### src/rtl/vgc_irq_ctrl.sv
// vgc_irq_ctrl -- IIgs VGC interrupt controller.
//
// Watches the beam counters from video_top and produces three interrupt
// sources: vertical blank, per-line scanline (SHR only) and the one-second
// tick derived from counting VBLs. Status and enables are exposed through
// the $C023/$C032/$C041/$C046/$C047 softswitches, and one level IRQ goes
// to the CPU.
//
// Ports
//   clk_vid     in   pixel clock, all logic on the rising edge
//   reset       in   synchronous, active-high
//   H           in   [9:0] horizontal beam counter
//   V           in   [8:0] vertical beam counter (SHR line = V[8:1])
//   shrg_mode   in   super-hires enabled
//   scb_i       in   [7:0] SCB of the current SHR line, bit 6 = scanline IRQ
//   reg_addr    in   [7:0] low byte of the $C0xx address
//   reg_rd      in   one-cycle read strobe
//   reg_wr      in   one-cycle write strobe
//   reg_wdata   in   [7:0] write data
//   reg_rdata   out  [7:0] registered read data, held until the next read
//   vbl_pulse   out  one-cycle pulse per VBL event
//   scan_pulse  out  one-cycle pulse per scanline event
//   irq_o       out  level IRQ, registered one clock behind the pending flags
module vgc_irq_ctrl #(
  parameter int VBL_LINE    = 400,
  parameter int SCAN_IRQ_H  = 640,
  parameter int VBL_PER_SEC = 60
) (
  input  logic       clk_vid,
  input  logic       reset,
  input  logic [9:0] H,
  input  logic [8:0] V,
  input  logic       shrg_mode,
  input  logic [7:0] scb_i,
  input  logic [7:0] reg_addr,
  input  logic       reg_rd,
  input  logic       reg_wr,
  input  logic [7:0] reg_wdata,
  output logic [7:0] reg_rdata,
  output logic       vbl_pulse,
  output logic       scan_pulse,
  output logic       irq_o
);

  localparam int         SEC_W   = $clog2(VBL_PER_SEC);
  localparam logic [8:0] VBL_V   = 9'(VBL_LINE);
  localparam logic [9:0] SCAN_H  = 10'(SCAN_IRQ_H);
  localparam logic [SEC_W-1:0] SEC_MAX = SEC_W'(VBL_PER_SEC - 1);

  localparam logic [7:0] A_VGCINT   = 8'h23;
  localparam logic [7:0] A_SCANINT  = 8'h32;
  localparam logic [7:0] A_INTEN    = 8'h41;
  localparam logic [7:0] A_DIAGTYPE = 8'h46;
  localparam logic [7:0] A_CLRVBL   = 8'h47;

  logic [9:0]       prev_h;
  logic [8:0]       prev_v;
  // prev_h/prev_v reset to 0, which would look like "before blank" to the
  // edge detectors. Holding events off until one real sample has been
  // captured keeps a reset inside blank from producing a spurious VBL.
  logic             prev_vld;
  logic [SEC_W-1:0] sec_cnt;
  logic             scan_en, sec_en;
  logic [4:0]       inten;
  logic             scan_pend, sec_pend, vbl_pend;

  logic       vbl_en;
  logic       vbl_evt, scan_evt, sec_evt;
  logic       irq_vgc;
  logic       wr_vgcint, wr_scanint, wr_inten, acc_clrvbl;
  logic [7:0] rd_mux;
  logic       unused_ok;

  assign vbl_en   = inten[3];

  assign vbl_evt  = prev_vld && (prev_v < VBL_V) && (V >= VBL_V);

  // Second line of each doubled pair only, so one event per SHR line.
  assign scan_evt = prev_vld && (H == SCAN_H) && (prev_h != H) && V[0] &&
                    (V < VBL_V) && shrg_mode && scb_i[6];

  assign sec_evt  = vbl_evt && (sec_cnt == SEC_MAX);

  assign irq_vgc  = (sec_pend & sec_en) | (scan_pend & scan_en);

  assign wr_vgcint  = reg_wr && (reg_addr == A_VGCINT);
  assign wr_scanint = reg_wr && (reg_addr == A_SCANINT);
  assign wr_inten   = reg_wr && (reg_addr == A_INTEN);
  assign acc_clrvbl = (reg_rd || reg_wr) && (reg_addr == A_CLRVBL);

  always_comb begin
    rd_mux = 8'h00;
    case (reg_addr)
      A_VGCINT:   rd_mux = {irq_vgc, sec_pend, scan_pend, 2'b00, sec_en, scan_en, 1'b0};
      A_INTEN:    rd_mux = {3'b000, inten};
      A_DIAGTYPE: rd_mux = {4'b0000, vbl_pend, 3'b000};
      default:    rd_mux = 8'h00;
    endcase
  end

  always_ff @(posedge clk_vid) begin
    if (reset) begin
      prev_h     <= '0;
      prev_v     <= '0;
      prev_vld   <= 1'b0;
      sec_cnt    <= '0;
      scan_en    <= 1'b0;
      sec_en     <= 1'b0;
      inten      <= '0;
      scan_pend  <= 1'b0;
      sec_pend   <= 1'b0;
      vbl_pend   <= 1'b0;
      vbl_pulse  <= 1'b0;
      scan_pulse <= 1'b0;
      irq_o      <= 1'b0;
      reg_rdata  <= '0;
    end else begin
      prev_h     <= H;
      prev_v     <= V;
      prev_vld   <= 1'b1;
      vbl_pulse  <= vbl_evt;
      scan_pulse <= scan_evt;

      if (vbl_evt)
        sec_cnt <= sec_evt ? '0 : sec_cnt + 1'b1;

      if (wr_vgcint) begin
        sec_en  <= reg_wdata[2];
        scan_en <= reg_wdata[1];
      end
      if (wr_inten)
        inten <= reg_wdata[4:0];

      // Set has priority over clear so an event landing on a clear is kept.
      if (scan_evt)
        scan_pend <= 1'b1;
      else if (wr_scanint && !reg_wdata[5])
        scan_pend <= 1'b0;

      if (sec_evt)
        sec_pend <= 1'b1;
      else if (wr_scanint && !reg_wdata[6])
        sec_pend <= 1'b0;

      if (vbl_evt)
        vbl_pend <= 1'b1;
      else if (acc_clrvbl)
        vbl_pend <= 1'b0;

      irq_o <= (scan_pend & scan_en) | (sec_pend & sec_en) | (vbl_pend & vbl_en);

      if (reg_rd)
        reg_rdata <= rd_mux;
    end
  end

  assign unused_ok = &{1'b0, scb_i[7], scb_i[5:0], reg_wdata[7]};

endmodule

### config.mk
export PLATFORM = sky130hd
export DESIGN_NAME = vgc_irq_ctrl
export DESIGN_NICKNAME = d
export VERILOG_FILES = /design/src/rtl/vgc_irq_ctrl.sv
export SDC_FILE = /design/constraint.sdc
export NUM_CORES = 1
export LEC_CHECK = 0
export BUFFER_PORTS_ARGS = -buffer_cell sky130_fd_sc_hd__buf_4
export CAP_MARGIN = 15
export CORE_ASPECT_RATIO = 0.7
export CORE_UTILIZATION = 48
export CTS_CLUSTER_SIZE = 40
export DETAILED_ROUTE_END_ITERATION = 10
export PLACE_DENSITY = 0.78
export SYNTH_ARGS = -nofsm -noshare
export SYNTH_HDL_FRONTEND = slang
export SYNTH_SLANG_ARGS = --single-unit
### constraint.sdc
create_clock -name clk_vid -period 1.77 [get_ports clk_vid]
set_input_delay 0.0885 -clock clk_vid [delete_from_list [all_inputs] [get_ports clk_vid]]
set_output_delay 0.0885 -clock clk_vid [all_outputs]
set_load 0.01 [all_outputs]
# ---- Word level (Yosys, flattened, before mapping)
# Cells that the tools add are included.
dict set report word_totals {
  reg_bits 47
  latchBits 0
  ram_bits 0
  romBits 0
  in_bits 48
  output_inout_bits 11
  word_cells 61
  memories 0
}
dict set report op_classes {
  n_addsub 1
  multipliers 0
  div 0
  order_cmp 3
  eq_ne 8
  shift 0
  muxes 9
  bitwise 5
  reduce_logical 21
}
# cell n
set op_table {}
lappend op_table {{$eq 8x7->1 const B} 3}
lappend op_table {{$pmux 8 s3} 1}
lappend op_table {{$lt 9x9->1 const B} 2}
lappend op_table {{$eq 8x6->1 const B} 2}
lappend op_table {{$logic_and 1x1->1} 15}
lappend op_table {{$eq 10x10->1 const B} 1}
lappend op_table {{$ne 10x10->1} 1}
lappend op_table {{$ge 9x9->1 const B} 1}
lappend op_table {{$mux 1} 7}
lappend op_table {{$add 6x1->6 const B} 1}
lappend op_table {{$eq 6x6->1 const B} 1}
lappend op_table {{$mux 6} 1}
lappend op_table {{$reduce_bool 2->1} 3}
lappend op_table {{$and 1x1->1} 3}
lappend op_table {{$logic_not 1->1} 2}
lappend op_table {{$or 1x1->1} 2}
lappend op_table {{$logic_or 1x1->1} 1}

# ---- Depth between registers and ports, before layout
# Gate-level depths: netlist of the first run.
dict set report depth {
  word_depth 8
  ltp_mapped 5
  depth_no_buf 5
}

# ---- Worst setup path after synthesis of the first run
# OpenSTA, ideal clock, no wires.
dict set report synth_timing {
  path_type {register to register}
  from {register prev_v[6]}
  to {register sec_cnt[2]}
  setup_ps 116
  arrival_time_ps 1213
  required_ps 1654
  slack_ps 442
  stages_incl_launch_ff 6
  n_path_buf 1
  synth_period_minus_slack_ps 1328
  path_cell_list {dfxtp_1 o311ai_2 and3_1 clkbuf_1 nand2_1 a31o_1}
}
dict set report synth_via {
  elab_chain_cells 5
}
# element line
set synth_rtl {}
lappend synth_rtl {{start, declared} 57} ;# logic [8:0] prev_v;
lappend synth_rtl {{start signal, assigned} 104} ;# prev_v <= '0;
lappend synth_rtl {{start signal, assigned} 119} ;# prev_v <= V;
lappend synth_rtl {{$lt 9x9->1 (*)} 76} ;# assign vbl_evt = prev_vld && (prev_v < VBL_V) && (V >= VBL_V);
lappend synth_rtl {{$logic_and 1x1->1 (*) (2 in a row)} 76}
lappend synth_rtl {{$logic_and 1x1->1} 82} ;# assign sec_evt = vbl_evt && (sec_cnt == SEC_MAX);
lappend synth_rtl {{$mux 6} 125} ;# sec_cnt <= sec_evt ? '0 : sec_cnt + 1'b1;
lappend synth_rtl {{end signal, assigned} 125}
lappend synth_rtl {{end, declared} 62} ;# logic [SEC_W-1:0] sec_cnt;
# Mark *: on every way between the ends. The rest lies on a longest branch, timed or not.
# A chain may end at the register's enable or synchronous reset.

# ---- Worst setup path after layout of the first run
dict set report layout_timing {
  from {register prev_v[6]}
  to {register sec_cnt[0]}
}
# Same word-level chain as after synthesis.

==> qor.yml, run 1 <==
outcome: "finished, final reports clean"
whs_ns: 0.01491
place.detailed.hpwl_um: 2949
grt_setup_unrepaired: "no"
row_count: 17
fin_crit_ns: 1.476
n_antenna_cell: 0
setup_viol: 0
total_leakage_power_nw: 0.9471
required_ns: 1.99
drive_gt1_frac: 0.2731
cts_setup_buffers: 0
crit_arrival_ns: 1.70
io_pins: 59
antenna_found_initial: 0
drtIter0Drc: 70
initial_core_util: 0.5287
synth_top_area_frac: 0.4907
antenna_left: 0
cts_resized: 0
tns_ns: 0
tightest_slew_ns: 0.4468
final_common_cell: "buf_4"
async_flop_share: 0
wl_um: 3971
critPathMaxFanout: 7
skew_ns: 0.006285
relSlewSlack: 0.7004
dieHeight_um: 52.58
clk_latency_ns: 0.29
grt_pass1_wl_um: 6292
cts-hold-fix-buffers: 0
fillers: 282
max_cap_violations: 0
htree_levels: 2
fin_total_pwr_mw: 1.840
clkTransAtPathRegs_ns: 0.08
critPathLaunchType: "flip-flop"
ys.flop_type: "dfxtp_1"
synth_seq_area_share: 0.4907
synth.area.top_cells: "dfxtp_1, nor2b_1, nor2_1"
grt_usage: 0.2214
routabilityCongestion: 0.8727
cts-buffers-inserted: 5
final_hold_viol_count: 0
slew_viol_final: 0
cts.path.max_buffers: 2
via_per_inst: 5.347
grt_max_degree: 41
die_area_mm2: 0.003904
clockRootBuffer: "clkbuf_8"
min_period_over_period: 0.8339
firstDrtPassIters: 4
gr-total-overflow: 0
die_x_um: 74.26
synth_area_mm2: 0.001754
mostFrequentLayoutCells: "buf_4, dfxtp_1, nor2_1"
critical_path_class: "reg -> reg"
coreArea_mm2: 0.003318
yosysUniqueCellTypes: 47
drc: 0
timing.fmax_ghz: 0.6775
syn_to_final_growth_pct: 28.25
wl_per_cell_um: 14.49
routed-via-count: 1465
port-buffer-count: 47
yosysTopAreaCell: "dfxtp_1"
grt_pass1_vias: 1401
cts_tree: "done"
netlist_instances: 177
hold_path_class: "in -> reg"
vdd_drop_max_mv: 0.6635
p_per_area_mw_per_mm2: 817.9
syn_area_per_cell_um2: 9.911
ys_seq_elements: 43
clock_sinks: 43
nets: 275
yosys_warnings: 0
crit_path_end_kind: "flip-flop"
synth_edf_count: 0
synth_nets: 226
[cell usage after synthesis, types with 2 or more instances]
| cell | number |
|---|---|
| xnor2_1 | 8 |
| a222oi_1 | 2 |
| nand2_1 | 11 |
| o21ai_0 | 3 |
| nor3b_1 | 2 |
| nand4_1 | 3 |
| inv_1 | 2 |
| nor2b_1 | 16 |
| dfxtp_1 | 43 |
| a31oi_1 | 2 |
| nor4_1 | 3 |
| a22oi_1 | 5 |
| o21a_1 | 2 |
| nand3_1 | 6 |
| or3_1 | 2 |
| mux2i_1 | 7 |
| nor2_1 | 21 |
| xor2_1 | 2 |
| clkbuf_1 | 4 |
| a21oi_1 | 6 |
[area by class of cell]
type	instances	area (um2)	share of cell area
timing repair buffer	48	360.3	0.1602
inverter	2	7.507	0.003337
clock buffer	8	100.1	0.04449
tap	47	58.81	0.02614
multi-input combinational	126	862.1	0.3832
sequential	43	860.8	0.3826
[metal layers]
metal	vias to the layer above	wire length (um)	global-route usage
met3	5	225	0.05769
met1	694	1856	0.2855
li1	726	-	-
met4	0	34	0.08805
met2	40	1855	0.3545
met5	-	0	0
[worst max-delay path, stage by stage (launching register included)]
cell and delay, ns:
dfxtp_1 0.31, o311ai_2 0.35, nand3_2 0.23, or3_1 0.39
a21oi_1 0.12
[registers in the layout (all words and copies together), names as in the netlist, 5 cells and up]
| register | flops |
|---|---|
| inten | 5 |
| prev_h | 10 |
| prev_v | 5 |
| reg_rdata | 8 |
| sec_cnt | 6 |
[through the flow]
step                      worst slack [ns]    util  std cells  cell area, um2
after global placement              0.2560  0.6478        266            2150
after global routing                0.1859  0.6780        274            2250
after detailed placement            0.1248  0.6478        266            2150
after CTS                           0.2752  0.6780        274            2250
after floorplan                     0.4416       -        177            1754
final                               0.2941  0.6780        274            2250
[power breakdown]
part / total, mW / switching, mW / internal (mW)
logic: 0.169 / 0.0759 / 0.0933
registers: 1.00 / 0.0116 / 0.990
clock network: 0.670 / 0.314 / 0.356
[kinds of logic (layout without fill, tap and decap cells)]
group,count (synthesis),in the layout,share of synthesized area
compound gates,29,29,0.1241
xor+xnor,10,10,0.04993
fa+ha+maj,1,1,0.007132
buf+inv,8,58,0.01783
flops,43,43,0.4907
mux,7,7,0.03994
simple gates,79,79,0.2703
[path summary, 6_finish.rpt]
check	startpoint	endpoint	slack (ns)	cells past startpoint
setup / recovery	prev_v[6]	sec_cnt[0]	0.29	4
hold / removal	V[7]	prev_v[7]	0.01	2
setup reg to reg	prev_v[6]	sec_cnt[0]	0.29	4
hold reg to reg	sec_cnt[1]	sec_cnt[1]	0.49	2
No activity file was read; power rests on OpenSTA's default activity.
==> run 2, diff against run 1 <==
--- a/config.mk
+++ b/config.mk
@@ -5,13 +5,14 @@
 export SDC_FILE = /design/constraint.sdc
 export NUM_CORES = 1
 export LEC_CHECK = 0
+export ABC_AREA = 1
 export BUFFER_PORTS_ARGS = -buffer_cell sky130_fd_sc_hd__buf_4
 export CAP_MARGIN = 15
 export CORE_ASPECT_RATIO = 0.7
 export CORE_UTILIZATION = 48
 export CTS_CLUSTER_SIZE = 40
 export DETAILED_ROUTE_END_ITERATION = 10
-export PLACE_DENSITY = 0.78
+export PLACE_DENSITY = 0.76
 export SYNTH_ARGS = -nofsm -noshare
 export SYNTH_HDL_FRONTEND = slang
 export SYNTH_SLANG_ARGS = --single-unit
==> constraint.sdc (replaced) <==
create_clock -name clk_vid -period 1.5 [get_ports clk_vid]
set_input_delay 0.075 -clock clk_vid [delete_from_list [all_inputs] [get_ports clk_vid]]
set_output_delay 0.075 -clock clk_vid [all_outputs]
set_load 0.01 [all_outputs]
==> qor.yml, run 2 <==
cts-hold-fix-buffers: 1  # was 0
relSlewSlack: 0.7072  # was 0.7004
synth_nets: 340  # was 226
routabilityCongestion: 0.9111  # was 0.8727
mostFrequentLayoutCells: "nand2_1, inv_1, buf_4"  # was buf_4, dfxtp_1, nor2_1
coreArea_mm2: 0.004041  # was 0.003318 mm2
syn_area_per_cell_um2: 7.133  # was 9.911 um2
hold_end: "prev_v[6]"  # was prev_v[7]
critPathLaunchType: "flip-flop"  # unchanged
synth_seq_area_share: 0.4147  # was 0.4907
numPlacedInstances: 385  # was 266
synth_area_mm2: 0.002076  # was 0.001754 mm2
grt_pass1_wl_um: 6886  # was 6292 um
vdd_drop_max_mv: 0.6223  # was 0.6635 mV
routed-via-count: 1848  # was 1465
port-buffer-count: 47  # unchanged
yosys_warnings: 0  # unchanged
firstDrtPassIters: 4  # unchanged
antenna_found_initial: 0  # unchanged
slew_viol_final: 0  # unchanged
setup_viol: 0  # unchanged
n_antenna_cell: 0  # unchanged
dieHeight_um: 57.02  # was 52.58 um
p_per_area_mw_per_mm2: 875.6  # was 817.9 mW/mm2
io_pins: 59  # unchanged
nets: 390  # was 275
ys_seq_elements: 43  # unchanged
tns_ns: 0  # unchanged
final_hold_viol_count: 0  # unchanged
cts-buffers-inserted: 5  # unchanged
antenna_left: 0  # unchanged
critPathMaxFanout: 4  # was 7
clock_sinks: 43  # unchanged
place_area_mm2: 0.002461  # was 0.002150 mm2
ys.flop_type: "dfxtp_1"  # unchanged
worstHoldPathCells: 3  # was 2
timing.fmax_ghz: 0.8186  # was 0.6775 GHz
clkTransAtPathRegs_ns: 0.08  # about the same
crit_arrival_ns: 1.39  # was 1.70 ns
top_regs: "prev_h x10, reg_rdata x8, sec_cnt x6"  # unchanged
die_x_um: 80.60  # was 74.26 um
grt_setup_unrepaired: "no"  # unchanged
initial_core_util: 0.5136  # was 0.5287
crit_start: "sec_cnt[1]"  # was prev_v[6]
hold_path_class: "in -> reg"  # unchanged
die_area_mm2: 0.004596  # was 0.003904 mm2
critical_path_class: "reg -> reg"  # unchanged
tightest_slew_ns: 0.4387  # was 0.4468 ns
required_ns: 1.67  # was 1.99 ns
place.detailed.hpwl_um: 3178  # was 2949 um
gr-total-overflow: 0  # unchanged
yosysUniqueCellTypes: 30  # was 47
dp_slack_ns: 0.2874  # was 0.1248 ns
cts_tree: "done"  # unchanged
async_flop_share: 0  # unchanged
grt_pass1_vias: 1681  # was 1401
clockRootBuffer: "clkbuf_8"  # unchanged
yosysMostFrequentCell: "nand2_1"  # was dfxtp_1
total_leakage_power_nw: 1.241  # was 0.9471 nW
crit_path_end_kind: "flip-flop"  # unchanged
via_per_inst: 4.690  # was 5.347
r2r-end: "sec_cnt[2]"  # was sec_cnt[0]
syn_to_final_growth_pct: 23.87  # was 28.25%
cts.path.max_buffers: 2  # unchanged
outcome: "finished, final reports clean"  # unchanged
synth.area.top_cells: "dfxtp_1, nand2_1, inv_1"  # was dfxtp_1, nor2b_1, nor2_1
worstReg2RegStart: "sec_cnt[1]"  # was prev_v[6]
clk_latency_ns: 0.29  # about the same
ff2ff_setup_slack_ns: 0.28  # was 0.29 ns
wl_per_cell_um: 10.54  # was 14.49 um
drtIter0Drc: 69  # was 70
fin_cells: 394  # was 274
cts_setup_buffers: 0  # unchanged
htree_levels: 2  # unchanged
hp-start: "V[6]"  # was V[7]
row_count: 19  # was 17
wl_um: 4152  # was 3971 um
yosysTopAreaCell: "dfxtp_1"  # unchanged
drive_gt1_frac: 0.2368  # was 0.2731
grt_usage: 0.1954  # was 0.2214
drc: 0  # unchanged
netlist_instances: 291  # was 177
synth_top_area_frac: 0.4147  # was 0.4907
cts_resized: 0  # unchanged
regMostFlops: "prev_h"  # unchanged
skew_ns: 0.005707  # was 0.006285 ns
largest_register_ffs: 10  # unchanged
fin_crit_ns: 1.222  # was 1.476 ns
synth_edf_count: 0  # unchanged
fin_total_pwr_mw: 2.251  # was 1.840 mW
final_common_cell: "nand2_1"  # was buf_4
rr_worst_depth: 6  # was 4
fin_area_mm2: 0.002571  # was 0.002250 mm2
max_cap_violations: 0  # unchanged
ys_top_cells_by_count: "nand2_1, inv_1, dfxtp_1"  # was dfxtp_1, nor2_1, nor2b_1
worst_slack_ns: 0.2783  # was 0.2941 ns
grt_max_degree: 28  # was 41
min_period_over_period: 0.8144  # was 0.8339
-- run 2: cell types whose count changed after synthesis, sizes merged, moves of 9 or more --
cell   change
nor2      +25
nor2b     -17
o21ai      +9
nand3     +17
nand2     +60
a21oi     +17
inv       +50
-- run 2: worst max-delay path by stage --
stage,to,slack [ns],depth (start not counted)
6_report,sec_cnt[2],0.28,6
3_5_place_dp,sec_cnt[2],0.29,6
5_1_grt,sec_cnt[0],0.18,6
3_3_place_gp,sec_cnt[3],0.32,6
4_1_cts,sec_cnt[2],0.27,6
2_1_floorplan,sec_cnt[3],0.41,6
-- run 2: logic make-up (layout without fill, tap and decap cells) --
family	count (synthesis)	in the layout	share of synthesized area
buffers and inverters	58	109	0.1133
DFF	43	43	0.4147
AOI/OAI and AO/OA	39	39	0.1085
adders and majority gates	1	1	0.006027
xor gates and xnor gates	5	5	0.02110
and+or+nand+nor	145	145	0.3364
-- run 2: final cells by class --
type | count | area (um2)
Tap cell | 52 | 65.06
Sequential cell | 43 | 860.8
Clock buffer | 8 | 100.1
Timing Repair Buffer | 48 | 362.8
Fill cell | 379 | 1470
Inverter | 53 | 202.7
Multi-Input combinational cell | 190 | 979.7
-- run 2: report_power, final --
part / switching [mW] / total (mW) / internal (mW)
Combinational: 0.146 / 0.268 / 0.122
Clock: 0.374 / 0.794 / 0.420
Sequential: 0.0151 / 1.19 / 1.17
-- run 2: per-stage QoR --
step | hold WS [ns] | util
6_report | 0.006924 | 0.6362
5_1_grt | 0.009310 | 0.6362
4_1_cts | 0.002357 | 0.6362
3_5_place_dp | 0.3009 | 0.6090
3_3_place_gp | 0.3031 | 0.6090
2_1_floorplan | 0.1820 | -
-- run 2: worst max-delay path: stages, from the launching register on --
cell and delay [ns]:
dfxtp_1 0.37, ha_1 0.22, nand3b_1 0.09, nor2_1 0.15
inv_1 0.11, nand3_1 0.10, a21oi_1 0.06
-- run 2: layer usage --
metal / routed length (um) / vias to the layer above / global-route usage
met3: 229 / 8 / 0.04320
met5: 0 / - / 0
met2: 1708 / 47 / 0.3027
met1: 2162 / 801 / 0.2693
met4: 51 / 0 / 0.06888
li1: - / 992 / -
==> run 3, diff against run 2 <==
--- a/config.mk
+++ b/config.mk
@@ -9,7 +9,7 @@
 export BUFFER_PORTS_ARGS = -buffer_cell sky130_fd_sc_hd__buf_4
 export CAP_MARGIN = 15
 export CORE_ASPECT_RATIO = 0.7
-export CORE_UTILIZATION = 48
+export CORE_UTILIZATION = 46
 export CTS_CLUSTER_SIZE = 40
 export DETAILED_ROUTE_END_ITERATION = 10
 export PLACE_DENSITY = 0.76
==> constraint.sdc (replaced) <==
create_clock -name clk_vid -period 1.05 [get_ports clk_vid]
set_input_delay 0.0525 -clock clk_vid [delete_from_list [all_inputs] [get_ports clk_vid]]
set_output_delay 0.0525 -clock clk_vid [all_outputs]
set_load 0.01 [all_outputs]
==> qor.yml, run 3 (same netlist as run 2, synthesis figures left out) <==
outcome: "finished, violations left"  # was finished, final reports clean
violations: "negative setup slack"
drive_gt1_frac: 0.3269  # was 0.2368
crit_arrival_ns: 1.40  # was 1.39 ns
io_pins: 59  # unchanged
drc: 0  # unchanged
clock_sinks: 43  # unchanged
worstReg2RegStart: "sec_cnt[2]"  # was sec_cnt[1]
grt-busiest-layer: "met2"  # unchanged
coreArea_mm2: 0.004329  # was 0.004041 mm2
top_regs: "prev_h x10, reg_rdata x8, sec_cnt x6"  # unchanged
max_cap_violations: 0  # unchanged
crit_chain: "nand2_4, nor2_4, xor2_2, nand3_2, a21oi_2"  # was ha_1, nand3b_1, nor2_1, inv_1, nand3_1, a21oi_1
relSlewSlack: 0.8359  # was 0.7072
crit_family: "flip-flops"  # unchanged
cp_slowest_cell: "dfxtp_1"  # unchanged
skew_ns: 0.006795  # was 0.005707 ns
worstHoldPathCells: 3  # unchanged
cts.path.max_buffers: 2  # unchanged
critPathLaunchType: "flip-flop"  # unchanged
hp-start: "reg_wdata[3]"  # was V[6]
firstDrtPassIters: 4  # unchanged
place.detailed.hpwl_um: 3435  # was 3178 um
fin_crit_ns: 1.160  # was 1.222 ns
min_period_over_period: 1.105  # was 0.8144
slowest_delay_ns: 0.45  # was 0.37 ns
wl_per_cell_um: 12.35  # was 10.54 um
fillers: 348  # was 379
grt_setup_unrepaired: "yes"  # was no
r2r-end: "sec_cnt[3]"  # was sec_cnt[2]
met3_usage: 0.06142  # was 0.04320
nets: 412  # was 390
crit_path_end_kind: "flip-flop"  # unchanged
clkTransAtPathRegs_ns: 0.09  # was 0.08 ns
use_met1: 0.3082  # was 0.2693
port-buffer-count: 47  # unchanged
multiInputGateArea_mm2: 0.001067  # was 979.7 um2
row_count: 20  # was 19
n_antenna_cell: 0  # unchanged
slew_viol_final: 0  # unchanged
hold_path_class: "in -> reg"  # unchanged
setup_viol: 9  # was 0
antenna_left: 0  # unchanged
antenna_found_initial: 0  # unchanged
drtIter0Drc: 155  # was 69
ff2ff_setup_slack_ns: -0.11  # was 0.28 ns
initial_core_util: 0.4795  # was 0.5136
grt_pass1_vias: 1859  # was 1681
fin_area_mm2: 0.002903  # was 0.002571 mm2
die_x_um: 82.29  # was 80.60 um
final_hold_viol_count: 0  # unchanged
p_per_area_mw_per_mm2: 1214  # was 875.6 mW/mm2
vdd_drop_max_mv: 0.6392  # was 0.6223 mV
htree_levels: 2  # unchanged
grt_pass1_wl_um: 8342  # was 6886 um
via_per_inst: 4.804  # was 4.690
worst_slack_ns: -0.1099  # was 0.2783 ns
total_leakage_power_nw: 1.377  # was 1.241 nW
grt_usage: 0.2342  # was 0.1954
mostFrequentLayoutCells: "nand2_1, buf_4, inv_1"  # was nand2_1, inv_1, buf_4
regMostFlops: "prev_h"  # unchanged
fin_util: 0.6705  # was 0.6362
grt_use_met2: 0.3920  # was 0.3027
cts_tree: "done"  # unchanged
hold_end: "inten[3]"  # was prev_v[6]
routabilityCongestion: 0.8435  # was 0.9111
register_area_um2: 878.3  # was 860.8 um2
cts-buffers-inserted: 5  # unchanged
gr-total-overflow: 0  # unchanged
syn_to_final_growth_pct: 39.84  # was 23.87%
critPathMaxFanout: 4  # unchanged
rr_worst_depth: 5  # was 6
required_ns: 1.29  # was 1.67 ns
wl_um: 5173  # was 4152 um
tightest_slew_ns: 0.2436  # was 0.4387 ns
final_common_cell: "nand2_1"  # unchanged
clk_latency_ns: 0.30  # was 0.29 ns
critical_path_class: "reg -> reg"  # unchanged
grt_max_degree: 16  # was 28
largest_register_ffs: 10  # unchanged
routed-via-count: 2013  # was 1848
die_area_mm2: 0.004789  # was 0.004596 mm2
timing.fmax_ghz: 0.8622  # was 0.8186 GHz
place_area_mm2: 0.002542  # was 0.002461 mm2
clockRootBuffer: "clkbuf_8"  # unchanged
dieHeight_um: 58.20  # was 57.02 um
critPathBufInv: 0  # was 1
## run 3: changes by cell type in the layout (fill, tap and decap cells not counted), sizes merged
cell         previous run  this run
clkinv                  1         2
clkbuf                  8         6
buf                    47        56
bufinv                  0         1
dlygate4sd3             1        14
## run 3: worst max-delay path by stage
stage / slack (ns) / to / startpoint / cells after the start
5_1_grt: -0.16 / sec_cnt[3] / sec_cnt[1] / 6
3_3_place_gp: -0.001 / sec_cnt[0] / sec_cnt[1] / 6
2_1_floorplan: 0.02 / sec_cnt[3] / sec_cnt[1] / 6
4_1_cts: -0.13 / sec_cnt[3] / sec_cnt[1] / 6
6_report: -0.11 / sec_cnt[3] / sec_cnt[2] / 5
3_5_place_dp: -0.07 / sec_cnt[3] / sec_cnt[1] / 6
## run 3: power by group
part	internal [mW]	switching, mW
clock network	0.770	0.584
registers	1.68	0.0295
logic	0.227	0.235
## run 3: layer usage
metal,wire [um],part of all wire
met1,2428,0.47
met2,2409,0.47
met3,290,0.056
met4,44,0.0085
met5,0,0
## run 3: tightest hold or removal path: cells and delay by family
family          cells  cell delay (ns)
compound gates      2             0.15
buf+inv             1             0.08
## run 3: what timing repair did
action                     4_1_cts  5_1_grt
buffers inserted                 1        0
hold endpoints to repair        14        0
pin swaps                        8        8
hold buffers                    14        0
gates cloned                     0        0
setup endpoints to repair        8       10
gates resized for setup         17       13
## run 3: through the flow
stage / hold slack, ns / instances / TNS [ns] / setup WS (ns) / power, mW
after floorplan: 0.1595 / 291 / 0 / 0.02324 / 1.947
after global placement: 0.2790 / 396 / -0.001448 / -0.001448 / 2.126
after detailed placement: 0.2880 / 396 / -0.2399 / -0.06518 / 2.136
after CTS: 0.004260 / 419 / -0.2843 / -0.1252 / 3.520
after global routing: 0.02197 / 419 / -1.081 / -0.1563 / 3.658
final: 0.01053 / 419 / -0.4190 / -0.1099 / 3.524
## run 3: area by class of cell
type	count	area share
inverters	53	0.06983
clock inverters	2	0.01207
multi-input cells	190	0.3677
repair buffers	70	0.1957
well taps	55	0.02371
flip-flops and latches	43	0.3026
clock buffers	6	0.02845
